--- src/rtl/cpu_clock_controller.sv ---
// cpu_clock_controller
// Generates a one-cycle clock-enable for the MIPS pipeline on the single
// board clock. Supports three modes: RUN (one enable every div_value
// cycles), STEP (one enable per debounced button press) and HALT. A
// breakpoint request from the pipeline stops RUN and parks the FSM in BRK.
module cpu_clock_controller #(
    parameter logic [31:0] DEFAULT_DIV     = 32'd100_000_000,
    parameter logic [31:0] DEBOUNCE_CYCLES = 32'd1_000_000
) (
    input  logic        clk,
    input  logic        reset,
    input  logic        cfg_we,
    input  logic [31:0] cfg_div,
    input  logic [1:0]  mode_sel,
    input  logic        step_btn,
    input  logic        halt_req,
    output logic        cpu_ce,
    output logic [1:0]  state,
    output logic [31:0] div_value,
    output logic [31:0] ce_count
);

    typedef enum logic [1:0] {
        ST_HALT = 2'b00,
        ST_RUN  = 2'b01,
        ST_STEP = 2'b10,
        ST_BRK  = 2'b11
    } state_e;

    state_e      state_q;
    logic        cpu_ce_q;
    logic [31:0] div_q;
    logic [31:0] div_cnt_q;
    logic [31:0] ce_count_q;
    logic        sync1_q;
    logic        sync2_q;
    logic        db_level_q;
    logic [31:0] db_cnt_q;
    logic        step_req_q;
    logic        ce_d;

    // Mode decode used when leaving HALT, STEP or BRK; 11 behaves as HALT.
    function automatic state_e mode_target(input logic [1:0] mode);
        case (mode)
            2'b01:   mode_target = ST_RUN;
            2'b10:   mode_target = ST_STEP;
            default: mode_target = ST_HALT;
        endcase
    endfunction

    // Synchronise the raw button, debounce it and pulse step_req on a debounced rise.
    always_ff @(posedge clk or negedge reset) begin
        if (!reset) begin
            sync1_q    <= 1'b0;
            sync2_q    <= 1'b0;
            db_level_q <= 1'b0;
            db_cnt_q   <= 32'd0;
            step_req_q <= 1'b0;
        end else begin
            sync1_q <= step_btn;
            sync2_q <= sync1_q;
            if (sync2_q != db_level_q) begin
                if (db_cnt_q == DEBOUNCE_CYCLES - 32'd1) begin
                    db_level_q <= sync2_q;
                    db_cnt_q   <= 32'd0;
                    step_req_q <= sync2_q;
                end else begin
                    db_cnt_q   <= db_cnt_q + 32'd1;
                    step_req_q <= 1'b0;
                end
            end else begin
                db_cnt_q   <= 32'd0;
                step_req_q <= 1'b0;
            end
        end
    end

    // Decide whether the next cycle carries a clock-enable pulse.
    always_comb begin
        ce_d = 1'b0;
        case (state_q)
            ST_RUN: begin
                if (!halt_req && (mode_sel == 2'b01) && !cfg_we &&
                    (div_cnt_q == div_q - 32'd1)) begin
                    ce_d = 1'b1;
                end else begin
                    ce_d = 1'b0;
                end
            end
            ST_STEP: begin
                if ((mode_sel == 2'b10) && step_req_q) begin
                    ce_d = 1'b1;
                end else begin
                    ce_d = 1'b0;
                end
            end
            default: ce_d = 1'b0;
        endcase
    end

    // Mode FSM with divide register, divide counter and registered enable/count.
    always_ff @(posedge clk or negedge reset) begin
        if (!reset) begin
            state_q    <= ST_HALT;
            cpu_ce_q   <= 1'b0;
            div_q      <= DEFAULT_DIV;
            div_cnt_q  <= 32'd0;
            ce_count_q <= 32'd0;
        end else begin
            cpu_ce_q   <= ce_d;
            ce_count_q <= ce_count_q + {31'd0, ce_d};
            if (cfg_we) begin
                div_q <= (cfg_div == 32'd0) ? 32'd1 : cfg_div;
            end
            case (state_q)
                ST_RUN: begin
                    if (halt_req) begin
                        state_q   <= ST_BRK;
                        div_cnt_q <= 32'd0;
                    end else if (mode_sel != 2'b01) begin
                        state_q   <= mode_target(mode_sel);
                        div_cnt_q <= 32'd0;
                    end else if (cfg_we || ce_d) begin
                        div_cnt_q <= 32'd0;
                    end else begin
                        div_cnt_q <= div_cnt_q + 32'd1;
                    end
                end
                ST_BRK: begin
                    // Resuming requires leaving RUN on mode_sel first.
                    if (mode_sel != 2'b01) begin
                        state_q <= mode_target(mode_sel);
                    end
                    div_cnt_q <= 32'd0;
                end
                ST_HALT, ST_STEP: begin
                    state_q   <= mode_target(mode_sel);
                    div_cnt_q <= 32'd0;
                end
                default: begin
                    state_q   <= ST_HALT;
                    div_cnt_q <= 32'd0;
                end
            endcase
        end
    end

    assign cpu_ce    = cpu_ce_q;
    assign state     = state_q;
    assign div_value = div_q;
    assign ce_count  = ce_count_q;

endmodule

--- config.mk ---
export PLATFORM = sky130hd
export DESIGN_NAME = cpu_clock_controller
export DESIGN_NICKNAME = d
export VERILOG_FILES = /design/src/rtl/cpu_clock_controller.sv
export SDC_FILE = /design/constraint.sdc
export NUM_CORES = 1
export LEC_CHECK = 0
export ABC_AREA = 1
export BUFFER_PORTS_ARGS = -buffer_cell sky130_fd_sc_hd__buf_4
export CAP_MARGIN = 25
export CORE_MARGIN = 1
export CORE_UTILIZATION = 45
export CTS_BUF_LIST = sky130_fd_sc_hd__clkbuf_16
export CTS_CLUSTER_DIAMETER = 60
export CTS_CLUSTER_SIZE = 16
export DETAILED_ROUTE_END_ITERATION = 7
export PLACE_DENSITY = 0.76
export SETUP_SLACK_MARGIN = 0.1
export SKIP_CTS_REPAIR_TIMING = 1
export SLEW_MARGIN = 40
export SYNTH_ARGS = -nofsm -noshare
export SYNTH_HDL_FRONTEND = slang
export SYNTH_SLANG_ARGS = --single-unit
export TNS_END_PERCENT = 1
--- constraint.sdc ---
create_clock -name clk -period 4 [get_ports clk]
set_input_delay 0.8 -clock clk [delete_from_list [all_inputs] [get_ports clk]]
set_output_delay 0.8 -clock clk [all_outputs]
set_load 0.03 [all_outputs]
## Word-level counts from Yosys, hierarchy flattened

Index checks and enable logic that the tools add are counted.

| word-level totals | value |
|---|---|
| word-level logic and storage cells | 51 |
| flip-flop bits (word level) | 135 |
| output and inout port bits | 67 |
| input bits | 39 |

| cells by class | value |
|---|---|
| reduce and logical (&&, ||, !) cells | 12 |
| equality and inequality tests | 9 |
| muxes and demuxes | 16 |
| add/sub/neg operators | 4 |

Operators with widths:

| kind | count |
|---|---|
| $mux 32 | 6 |
| $add 32x1->32 const B | 2 |
| $pmux 32 s2 | 1 |
| $add 32x1->32 | 1 |
| $eq 32x20->1 const B | 1 |
| $eq 32x32->1 | 1 |
| $logic_not 32->1 | 1 |
| $sub 32x1->32 const B | 1 |
| $eq 2x2->1 const B | 3 |
| $pmux 2 s3 | 1 |
| $eq 2x1->1 const B | 2 |
| $logic_and 1x1->1 | 4 |
| $mux 1 | 4 |
| $mux 2 | 2 |
| $pmux 2 s2 | 1 |
| $reduce_or 3->1 | 1 |
| $logic_not 1->1 | 2 |
| $logic_not 2->1 | 1 |
| $ne 2x1->1 const B | 1 |
| $pmux 1 s2 | 1 |
| $reduce_and 2->1 | 1 |
| $reduce_or 2->1 | 1 |
| $logic_or 1x1->1 | 1 |
| $ne 1x1->1 | 1 |

## Depth between registers and ports, before layout

| logic depth | value |
|---|---|
| depth after elaboration | 11 |
| gate-level depth with buffers | 27 |
| gate-level depth less buffers | 27 |

## Worst setup path after synthesis

OpenSTA, ideal clock, no wires.

| path | value |
|---|---|
| path kind | input port to flip-flop |
| start point | input cfg_we |
| end point | register ce_count_q[30] (netlist: ce_count[30]) |
| setup slack | 0.383 ns |
| cell stages on the path | 24 |
| required time | 3.866 ns |
| path buffers | 1 |
| arrival | 3.484 ns |
| setup time | 0.134 ns |
| cell sequence | clkbuf_1 -> inv_1 -> nand2_1 -> nor3b_1 -> nand3_1 -> nor2_1 -> nand2_1 -> nor2_1 -> nand2_1 -> nor2_1 -> nand2_1 -> nand2_1 -> nand2_2 -> inv_1 -> ha_1 -> ha_1 -> nand3_1 -> nor2_1 -> nand2_1 -> nor3b_2 -> nand2_1 -> nor4_2 -> nand2_1 -> xnor2_1 |

| between the ends | value |
|---|---|
| word-level cells in the longest chain between the ends | 6 |

RTL lines:

| element | RTL line | text |
|---|---|---|
| start: declaration | 12 | `input logic cfg_we,` |
| $logic_not 1->1 | 83 | `if (!halt_req && (mode_sel == 2'b01) && !cfg_we &&` |
| $logic_and 1x1->1 (2 in series) | 83 |  |
| $mux 1 | 83 |  |
| $pmux 1 s2 | 81 | `case (state_q)` |
| named net ce_d | 40 | `logic ce_d;` |
| $add 32x1->32 | 111 | `ce_count_q <= ce_count_q + {31'd0, ce_d};` |
| end signal: assignment | 111 |  |
| end: declaration | 34 | `logic [31:0] ce_count_q;` |

The timed path passes the listed nets, and every way through them passes these cells.
A chain may end at the register's enable or synchronous reset.

## Worst setup path in the final report

| path | value |
|---|---|
| start point | register div_q[4] (netlist: div_value[4]) |
| end point | register ce_count_q[30] (netlist: ce_count[30]) |

| between the ends | value |
|---|---|
| word-level cells in the longest chain between the ends | 6 |

RTL lines:

| element | RTL line | text |
|---|---|---|
| start: declaration | 32 | `logic [31:0] div_q;` |
| start signal: assignment | 113 | `div_q <= (cfg_div == 32'd0) ? 32'd1 : cfg_div;` |
| $sub 32x1->32 | 84 | `(div_cnt_q == div_q - 32'd1)) begin` |
| $eq 32x32->1 | 84 |  |
| $logic_and 1x1->1 | 83 |  |
| $mux 1 | 83 |  |
| $pmux 1 s2 | 81 |  |
| named net ce_d | 40 |  |
| $add 32x1->32 | 111 |  |

The timed path passes the listed nets, and every way through them passes these cells.

==> results.py <==
metrics = {
    "die": {
        "num_rows": 48,
        "coreArea_mm2": 0.01754,
        "die_y_um": 136.8,
        "fp.dieW_um": 136.8,
        "pin_count": 106,
        "start_util": 0.4663,
        "dieArea_mm2": 0.01871,
    },
    "min_path": {
        "hold_path_startpoint": "sync1_q",
        "hold-path-endpoint": "sync2_q",
        "hold_path.class": "flip-flop to flip-flop",
        "min_path_cells": 0,
    },
    "sta": {
        "max_freq_mhz": 273.6,
        "whs_ns": 0.3549,
        "rsz0062_at_grt": "yes",
        "setup-tns-final_ns": 0,
        "layout_min_cycle_time_ns": 3.655,
        "slew_headroom": 0.5032,
        "fin_crit_sh": 0.9138,
        "worst_pin_slew_ns": 0.7434,
        "setup_viol": 0,
        "finClkSkew_ns": 0.007851,
        "report.final.hold_viol_count": 0,
        "maxSlewViolCount": 0,
    },
    "cts": {
        "cts_tree": "built",
        "clock_latency_ns": 0.43,
        "htreeDepth": 4,
        "cts-root-buf": "clkbuf_16",
        "cts.sinks": 135,
        "numCtsBuffers": 17,
        "clk_pin_slew_ns": 0.06,
        "cts.path.max_buffers": 2,
    },
    "finish": {
        "layout-drive-gt1-share": 0.1953,
        "final_util": 0.5679,
        "final-seq-area_mm2": 0.003395,
        "area_growth_pct": 21.81,
        "multi_input_area_mm2": 0.004302,
        "num-fill-cells": 1627,
        "finalNetCount": 1261,
        "diodes": 0,
    },
    "yosys": {
        "yosysMostFrequentCell": "nand2_1",
        "synth_edf_count": 0,
        "muxShareOfSynthArea": 0,
        "yosysUniqueCellTypes": 42,
        "yosysTopAreaCell": "dfrtp_1",
        "yosys_most_used_dff": "dfrtp_1",
        "synthSimpleGateAreaFrac": 0.3659,
        "ys_seq_area_frac": 0.4150,
        "async_flop_share": 1.000,
        "yosysWarnings": 0,
        "synth_top_family_by_area": "simple AND/OR/NAND/NOR gates",
        "synthAdderAreaFrac": 0.01683,
        "synthCells": 1088,
        "synth_compound_gate_area_share": 0.04575,
        "synth.area.top_cells": "dfrtp_1 (38%), nand2_1 (13%), nor2_1 (6.6%)",
        "yosys-top-cells-count": "nand2_1 (282), nor2_1 (144), dfrtp_1 (123)",
        "avgSynthCellArea_um2": 7.515,
        "synth-seq-cells": 135,
        "synthesis.area_mm2": 0.008177,
        "yosysTopAreaCellShare": 0.3764,
        "synth_nets": 1138,
        "synthXorXnorAreaFrac": 0.08676,
    },
    "power_and_ir_drop": {
        "leakage_nw": 4.656,
        "total_power_mw": 3.565,
        "powerDensity_mw_per_mm2": 357.9,
        "ir_drop_mv": 0.2928,
    },
    "global_routing": {
        "grt_overflow_total": 0,
        "grt_pass1_vias": 6994,
        "grt_pass1_wl_um": 33020,
        "grtUsageTotal": 0.2259,
        "grt_max_degree": 86,
        "antenna_found_initial": 0,
    },
    "drt": {
        "drc": 0,
        "drt_iter0_drc": 542,
        "vias": 7590,
        "wl_per_cell_um": 14.16,
        "ant_nets": 0,
        "routed_wl_um": 20520,
        "drt_first_pass_iters": 5,
        "vias_per_cell": 5.238,
    },
    "critical_path": {
        "critPathKind": "flip-flop to flip-flop",
        "cp_num_buf_inv": 1,
        "worstPathRequired_ns": 4.31,
        "cp_max_fo": 7,
        "timing.rr.end": "ce_count[30]",
        "cp_top_family": "simple AND/OR/NAND/NOR gates",
        "rr_worst_depth": 23,
        "path_depth": 23,
        "path_cells": "nor2_1 > nand3_2 > nor2_4 > nand4_1 > nand2_1 > nand2_1 > nor2_1 > nand2_1 > nor2_1 > nand2_1 > nand2_1 > nand2_2 > inv_2 > ha_2 > ha_1 > nand3_1 > nor2_2 > nand2_1 > nor3b_2 > nand2_2 > nor4_4 > nand2_1 > xnor2_1",
        "worstSetupStartpointType": "flip-flop",
        "arrival_ns": 3.97,
        "max_stage_delay_ns": 0.44,
        "timing.rr.start": "div_value[4]",
        "r2r_slack_ns": 0.34,
        "cp_slowest_cell": "dfrtp_1",
        "setup.worst_path.end_class": "flip-flop",
        "crit_top_cell": "nand2_1",
    },
    "place": {
        "dpl.hpwl_um": 15010,
        "place_congestion": 0.9400,
        "port_buffers": 105,
    },
    "job": {
        "drv_cap": 0,
    },
    "status": {
        "run_status": "complete, no violations",
    },
}
==> layout by cell type, fill, tap and decap left out, types with 2 or more instances in the layout <==
cell type	n
nor4_2	2
dfrtp_1	122
nor3_2	3
nand3b_1	8
nand2_1	276
ha_1	9
or4_1	2
a21boi_0	2
nor2_2	34
nor2_4	5
o21ai_0	33
clkbuf_16	17
xnor2_1	27
o211ai_1	2
nor4_1	25
nor2_1	139
inv_1	115
nand4_1	36
buf_4	123
nor3_1	29
clkinvlp_4	3
o21bai_1	10
dfstp_2	12
clkinv_4	2
a211oi_1	2
nand2_2	11
or2_2	6
inv_6	4
clkinv_1	2
xor2_1	54
inv_2	4
nor3b_1	5
nand3_1	70
o21a_1	3
a21oi_1	8
bufinv_16	3
==> sequential cells by signal, indices dropped and copies added (netlist names) <==
name        count
ce_count       32
cpu_ce          1
db_cnt_q       32
db_level_q      1
div_cnt_q      32
div_value      32
state           2
step_req_q      1
sync1_q         1
sync2_q         1
==> worst max-delay path by stage <==
stage / start / to / slack, ns
after floorplan: cfg_we / ce_count[30] / 0.38
after global placement: mode_sel[1] / ce_count[30] / 0.15
after detailed placement: mode_sel[1] / ce_count[30] / 0.08
after CTS: div_value[3] / ce_count[30] / 0.08
after global routing: div_value[1] / ce_count[30] / 0.05
final: div_value[4] / ce_count[30] / 0.34
==> area by class of cell <==
class / instances / area share
flip-flops and latches: 135 / 0.3408
well taps: 225 / 0.02827
multi-input cells: 815 / 0.4319
repair buffers: 124 / 0.09410
clock buffers: 17 / 0.04271
clock inverters: 15 / 0.01771
inverters: 118 / 0.04447
==> kinds of logic after synthesis <==
group	Yosys count
AND/OR/NAND/NOR	658
buffers and inverters	139
flip-flops	135
XOR/XNOR	81
AO/OA/AOI/OAI	64
adder cells (fa/ha/maj)	11
==> metrics by stage <==
| stage | instances | area (µm²) | worst slack, ns |
|---|---|---|---|
| detailed placement | 1407 | 9200 | 0.08226 |
| global route | 1449 | 9960 | 0.05251 |
| global placement | 1407 | 9200 | 0.1462 |
| finish | 1449 | 9960 | 0.3447 |
| floorplan | 1088 | 8177 | 0.3828 |
| CTS | 1439 | 9802 | 0.07645 |
==> layer usage <==
layer  part of all wire  global-route usage  up-vias
met1               0.44              0.2767     3531
met3              0.050             0.04556       53
met2               0.49              0.3816      246
met4              0.026              0.1044        0
met5                  0                   0        -
li1                   -                   -     3760
==> power breakdown <==
| group | leakage, nW | switching, mW | internal [mW] |
|---|---|---|---|
| registers | 1.79 | 0.0664 | 1.42 |
| clock network | 0.287 | 0.614 | 0.981 |
| logic | 2.58 | 0.310 | 0.177 |
==> worst reg2reg max path: cells and delay by family (launching register included) <==
family / cells / cell delay [ns]
XOR/XNOR: 1 / 0.13
buffers and inverters: 1 / 0.09
AND/OR/NAND/NOR: 19 / 2.54
adder cells (fa/ha/maj): 2 / 0.36
flip-flops: 1 / 0.44
No activity file was read; power rests on OpenSTA's default activity.
